$ cat src/rtl/ts_ser2par.sv
// Serial MPEG-TS to byte-parallel converter: hunts for the sync bit, assembles MSB-first bytes
// and flags bad sync bytes, mid-byte resyncs and short packets. Define TS_SER2PAR_STATS_EN for packet/error counters.
module ts_ser2par (
    input  logic        clk,
    input  logic        rst,
    input  logic        ts_ser_i_data,
    input  logic        ts_ser_i_sync,
    input  logic        ts_ser_i_valid,
    output logic [7:0]  ts_par_o_data,
    output logic        ts_par_o_sync,
    output logic        ts_par_o_valid,
    output logic        ts_err_o,
    output logic [15:0] ts_pkt_cnt,
    output logic [15:0] ts_err_cnt
);

    localparam logic [7:0] SYNC_BYTE = 8'h47;
    localparam logic [7:0] LAST_BYTE = 8'd187;

    typedef enum logic {
        HUNT,
        SHIFT
    } state_t;

    state_t      state_q, state_d;
    logic [2:0]  bit_cnt_q, bit_cnt_d;
    logic [7:0]  byte_cnt_q, byte_cnt_d;
    logic [7:0]  shreg_q, shreg_d;
    logic [7:0]  data_q, data_d;
    logic        sync_q, sync_d;
    logic        valid_q, valid_d;
    logic        err_q, err_d;
    logic [7:0]  byte_full;
    logic        sync_err;
    logic        hdr_err;

    assign byte_full = {shreg_q[6:0], ts_ser_i_data};

    always_comb begin
        state_d    = state_q;
        bit_cnt_d  = bit_cnt_q;
        byte_cnt_d = byte_cnt_q;
        shreg_d    = shreg_q;
        data_d     = data_q;
        sync_d     = 1'b0;
        valid_d    = 1'b0;
        sync_err   = 1'b0;
        hdr_err    = 1'b0;

        if (ts_ser_i_valid) begin
            if (ts_ser_i_sync) begin
                // A sync inside a packet means either a torn byte or a short packet; both are one error.
                sync_err   = (state_q == SHIFT) && ((bit_cnt_q != '0) || (byte_cnt_q != '0));
                state_d    = SHIFT;
                shreg_d    = {7'b0, ts_ser_i_data};
                bit_cnt_d  = 3'd1;
                byte_cnt_d = '0;
            end else if (state_q == SHIFT) begin
                shreg_d   = byte_full;
                bit_cnt_d = bit_cnt_q + 3'd1;
                if (bit_cnt_q == 3'd7) begin
                    valid_d = 1'b1;
                    data_d  = byte_full;
                    sync_d  = (byte_cnt_q == '0);
                    hdr_err = (byte_cnt_q == '0) && (byte_full != SYNC_BYTE);
                    if (byte_cnt_q == LAST_BYTE) begin
                        state_d    = HUNT;
                        byte_cnt_d = '0;
                    end else begin
                        byte_cnt_d = byte_cnt_q + 8'd1;
                    end
                end
            end
        end

        err_d = sync_err | hdr_err;
    end

    always_ff @(posedge clk or posedge rst) begin
        if (rst) begin
            state_q    <= HUNT;
            bit_cnt_q  <= '0;
            byte_cnt_q <= '0;
            shreg_q    <= '0;
            data_q     <= '0;
            sync_q     <= 1'b0;
            valid_q    <= 1'b0;
            err_q      <= 1'b0;
        end else begin
            state_q    <= state_d;
            bit_cnt_q  <= bit_cnt_d;
            byte_cnt_q <= byte_cnt_d;
            shreg_q    <= shreg_d;
            data_q     <= data_d;
            sync_q     <= sync_d;
            valid_q    <= valid_d;
            err_q      <= err_d;
        end
    end

    assign ts_par_o_data  = data_q;
    assign ts_par_o_sync  = sync_q;
    assign ts_par_o_valid = valid_q;
    assign ts_err_o       = err_q;

`ifdef TS_SER2PAR_STATS_EN
    logic [15:0] pkt_cnt_q;
    logic [15:0] err_cnt_q;
    logic        pkt_fire;

    assign pkt_fire = valid_d && (byte_cnt_q == LAST_BYTE);

    // Counters update on the same edge as the strobe they count, so they are current alongside it.
    always_ff @(posedge clk or posedge rst) begin
        if (rst) begin
            pkt_cnt_q <= '0;
            err_cnt_q <= '0;
        end else begin
            if (pkt_fire && (pkt_cnt_q != '1)) begin
                pkt_cnt_q <= pkt_cnt_q + 16'd1;
            end
            if (err_d && (err_cnt_q != '1)) begin
                err_cnt_q <= err_cnt_q + 16'd1;
            end
        end
    end

    assign ts_pkt_cnt = pkt_cnt_q;
    assign ts_err_cnt = err_cnt_q;
`else
    assign ts_pkt_cnt = '0;
    assign ts_err_cnt = '0;
`endif

endmodule

$ cat config.mk
export PLATFORM = sky130hd
export DESIGN_NAME = ts_ser2par
export DESIGN_NICKNAME = d
export VERILOG_FILES = /design/src/rtl/ts_ser2par.sv
export SDC_FILE = /design/constraint.sdc
export NUM_CORES = 1
export LEC_CHECK = 0
export ABC_CLOCK_PERIOD_IN_PS = 1800
export CELL_PAD_IN_SITES_DETAIL_PLACEMENT = 1
export CELL_PAD_IN_SITES_GLOBAL_PLACEMENT = 1
export CORE_MARGIN = 8
export CORE_UTILIZATION = 35
export DETAILED_ROUTE_END_ITERATION = 16
export GPL_ROUTABILITY_DRIVEN = 0
export PLACE_DENSITY_LB_ADDON = 0.1
export SYNTH_ARGS = -nofsm -noshare
export SYNTH_HDL_FRONTEND = slang
export SYNTH_SLANG_ARGS = --single-unit
export TNS_END_PERCENT = 100
$ cat constraint.sdc
create_clock -name clk -period 1.8 [get_ports clk]
set_clock_uncertainty 0.05 [all_clocks]
set_input_delay 0.54 -clock clk [delete_from_list [all_inputs] [get_ports clk]]
set_output_delay 0.54 -clock clk [all_outputs]
set_load 0.1 [all_outputs]
==> summary.md <==
| Metric | Value |
|---|---|
| Multiplexer area fraction after synthesis | 0.05513 |
| Post-synthesis adder-cell area fraction | 0.03828 |
| Leakage | 1.020 nW |
| Global-route usage over all layers | 0.1052 |
| Count of fill cells added during filler insertion | 525 |
| Required time of the worst setup path | 1.96 ns |
| Number of routed nets with antenna violations | 0 |
| Synthesis warning total | 0 |
| Number of search-and-repair iterations in the first detailed-routing pass | 3 |
| Worst-case clock buffer depth | 2 |
| Largest driver fanout on the critical path | 7 |
| Growth of design area from synthesis to finish | 26.80% |
| Count of hold buffers inserted by post-cts repair | 0 |
| Global routing's busiest layer | met2 |
| Clock tree from TritonCTS | yes |
| Max-cap viol count | 0 |
| Post-DR vias/cell | 4.637 |
| Post-route design area | 2072 µm² |
| Pre-CTS setup slack | -0.2388 ns |
| Worst Path Arrival | 1.91 ns |
| Share of the clock period used by the worst path after layout | 0.9707 |
| Max Clk Rate | 572.3 MHz |
| Number of sinks handled by clock tree synthesis | 30 |
| Minimum clock period | 1.747 ns |
| Syn avg cell area | 10.28 µm² |
| Crit path setup slack, layout | 0.05276 ns |
| Post-Syn Area | 1634 µm² |
| Aggregate global routing overflow | 0 |
| TritonCTS buffer count | 5 |
| Final number of max-transition violations | 0 |
| Diode insertion count for antenna repair | 0 |
| Area fraction in compound gates after synthesis | 0.1217 |
| Die extent in y | 84.33 µm |
| Result of the run | completed |
| CTS clk-pin slew, worst paths | 0.07 ns |
| Fraction of final layout cells with drive strength greater than 1 | 0.2423 |
| Initial cell density of the core | 0.3554 |
| XOR/XNOR Fraction of Synth Area | 0.01608 |
| Clock root buffer | clkbuf_8 |
| Nature of the critical path startpoint | input pin |
| Syn Inst Count | 159 |
| Peak supply drop | 0.4027 mV |
| Full die area | 7112 µm² |
| DRC viols | 0 |
| Pin count of the biggest net entering global routing | 31 |
| Met2 usage | 0.1699 |
| Main combinational cell family by area after synthesis | buffers and inverters |
| Critical path endpoint category | flop |
| Via count of the first global-routing pass | 1,302 |
| Final nets | 203 |
| Simple-Gate Fraction of Synth Area | 0.1279 |
| Final number of setup-violating endpoints | 0 |
| Placed standard-cell area | 1956 µm² |
| Synth cell types | 34 |
| Number of antenna violations at the first check in global routing | 0 |
| Register bit count reported by yosys | 30 |
| Routed wire length per instance | 14.59 µm |
| Total Wirelength | 3.619 mm |
| Total power per unit cell area | 1047 nW/µm² |
| Placeable core region | 4598 µm² |
| Startpoint-to-endpoint class of the critical path | in2reg |
| Worst hold path class | reg2reg |
| Number of vias after detailed routing | 1,150 |
| Number of DRC markers in iteration 0 | 42 |
| Core Rows | 25 |
| I/O pin cnt | 48 |
| Later-pin clock latency in the skew report | 0.27 ns |
| Final hold violation count | 0 |
| Met1 capacity usage during global routing | 0.1254 |
| Sequential share of the synthesized area | 0.4594 |
| Met3 track demand over resource | 0.03485 |
| Global-route wire length before repair | 6.182 mm |
| Maximum level of the CTS H-tree | 2 |
| HPWL reported at the end of detailed placement | 2.867 mm |
| Horizontal extent of the die | 84.33 µm |
| Setup repair bufs after CTS | 0 |
| Port-buffer cells | 15 |
| Resized cells post-CTS | 0 |
## sequential cells by signal, summed over array words and instances (netlist names)
register        flops
shreg_q             7
bit_cnt_q           3
byte_cnt_q          8
ts_par_o_valid      1
ts_err_o            1
ts_par_o_sync       1
state_q             1
ts_par_o_data       8
## Yosys cell counts
cell type / count / area (µm²)
nor2b_1: 1 / 6.260
mux2_2: 8 / 90.09
a21oi_1: 3 / 15.01
clkbuf_2: 1 / 5.000
o21ai_0: 12 / 60.06
a21o_1: 1 / 7.510
and2_1: 1 / 6.260
a22o_1: 6 / 52.55
and3_1: 2 / 12.51
a41oi_1: 1 / 8.760
buf_2: 2 / 10.01
nand4b_4: 1 / 23.77
o22ai_1: 2 / 12.51
nand4_1: 3 / 18.77
and2_0: 1 / 6.260
nand2_1: 16 / 60.06
a32o_1: 2 / 20.02
dfrtp_1: 30 / 750.7
a2bb2oi_1: 2 / 17.52
nand3_1: 2 / 10.01
buf_4: 32 / 240.2
xor2_1: 3 / 26.28
nor2_1: 3 / 11.26
or4_1: 1 / 7.510
conb_1: 1 / 3.750
nor4b_1: 1 / 8.760
inv_1: 10 / 37.54
and2_2: 1 / 7.510
o21ai_1: 1 / 5.000
or3_1: 1 / 6.260
nand2b_1: 1 / 6.260
ha_1: 5 / 62.56
nor2_4: 1 / 11.26
nor4_1: 1 / 6.260
## critical path: stages
cell             delay (ns)
clkdlybuf4s50_1        0.60
nand4b_4               0.19
nor4_1                 0.40
a32o_1                 0.18
## layout by cell type (no fill, tap or decap), drive strengths merged, types with 2 or more instances in the layout
cell           synthesis  layout
conb                   1      32
dfrtp                 30      30
buf                   34      27
nand2                 16      16
o21ai                 13      13
inv                   10      10
mux2                   8       8
a22o                   6       6
ha                     5       5
clkbuf                 1       5
clkdlybuf4s50          0       4
nor2                   4       4
nand4                  3       3
xor2                   3       3
a21oi                  3       3
and2                   3       3
a32o                   2       2
and3                   2       2
nand3                  2       2
a2bb2oi                2       2
o22ai                  2       2
clkinv                 0       2
## final timing paths
kind                                          to           start  slack, ns  cells past startpoint
worst min-delay path                bit_cnt_q[1]    bit_cnt_q[1]       0.49                      1
worst min register to register      bit_cnt_q[1]    bit_cnt_q[1]       0.49                      1
max in group asynchronous          byte_cnt_q[3]             rst       0.97                      3
min in group asynchronous          byte_cnt_q[5]             rst       0.56                      3
worst max register to register  ts_par_o_data[0]    bit_cnt_q[0]       0.12                      5
worst max-delay path                    ts_err_o  ts_ser_i_valid       0.05                      4
## stage by stage
stage	total power [mW]	TNS (ns)	hold WS [ns]	instances	util
floorplan	1.388	0	0.4364	190	-
global placement	1.513	-2.969	0.4629	240	0.4253
detailed placement	1.526	-3.779	0.4826	240	0.4253
CTS	2.194	0	0.4982	248	0.4490
global route	2.255	-0.0008471	0.5205	248	0.4506
finish	2.170	0	0.4900	248	0.4506
## per-layer routing
metal	vias to the layer above	wire (µm)
met3	2	205
met5	-	0
li1	545	-
met2	38	1734
met1	565	1636
met4	0	42
## cell families (layout without fill, tap and decap cells)
kind of cell | Yosys count | in the layout
XOR/XNOR | 3 | 3
buffers and inverters | 45 | 49
other | 1 | 32
multiplexers | 8 | 8
flip-flops | 30 | 30
adder cells (fa/ha/maj) | 5 | 5
AO/OA/AOI/OAI | 30 | 30
AND/OR/NAND/NOR | 37 | 37
## cell type report
cell class                      count  area [µm²]  area share
Sequential cell                    30       750.7      0.3623
Clock inverter                      3       40.04     0.01932
Multi-Input combinational cell    115       714.4      0.3448
Timing Repair Buffer               31       392.9      0.1896
Inverter                           10       37.54     0.01812
Tap cell                           54       67.56     0.03261
Clock buffer                        5       68.82     0.03321
## power by group
group | internal (mW) | switching, mW
Clock | 0.407 | 0.253
Combinational | 0.179 | 0.563
Sequential | 0.721 | 0.0467
Power figures use the tool's default switching activity.
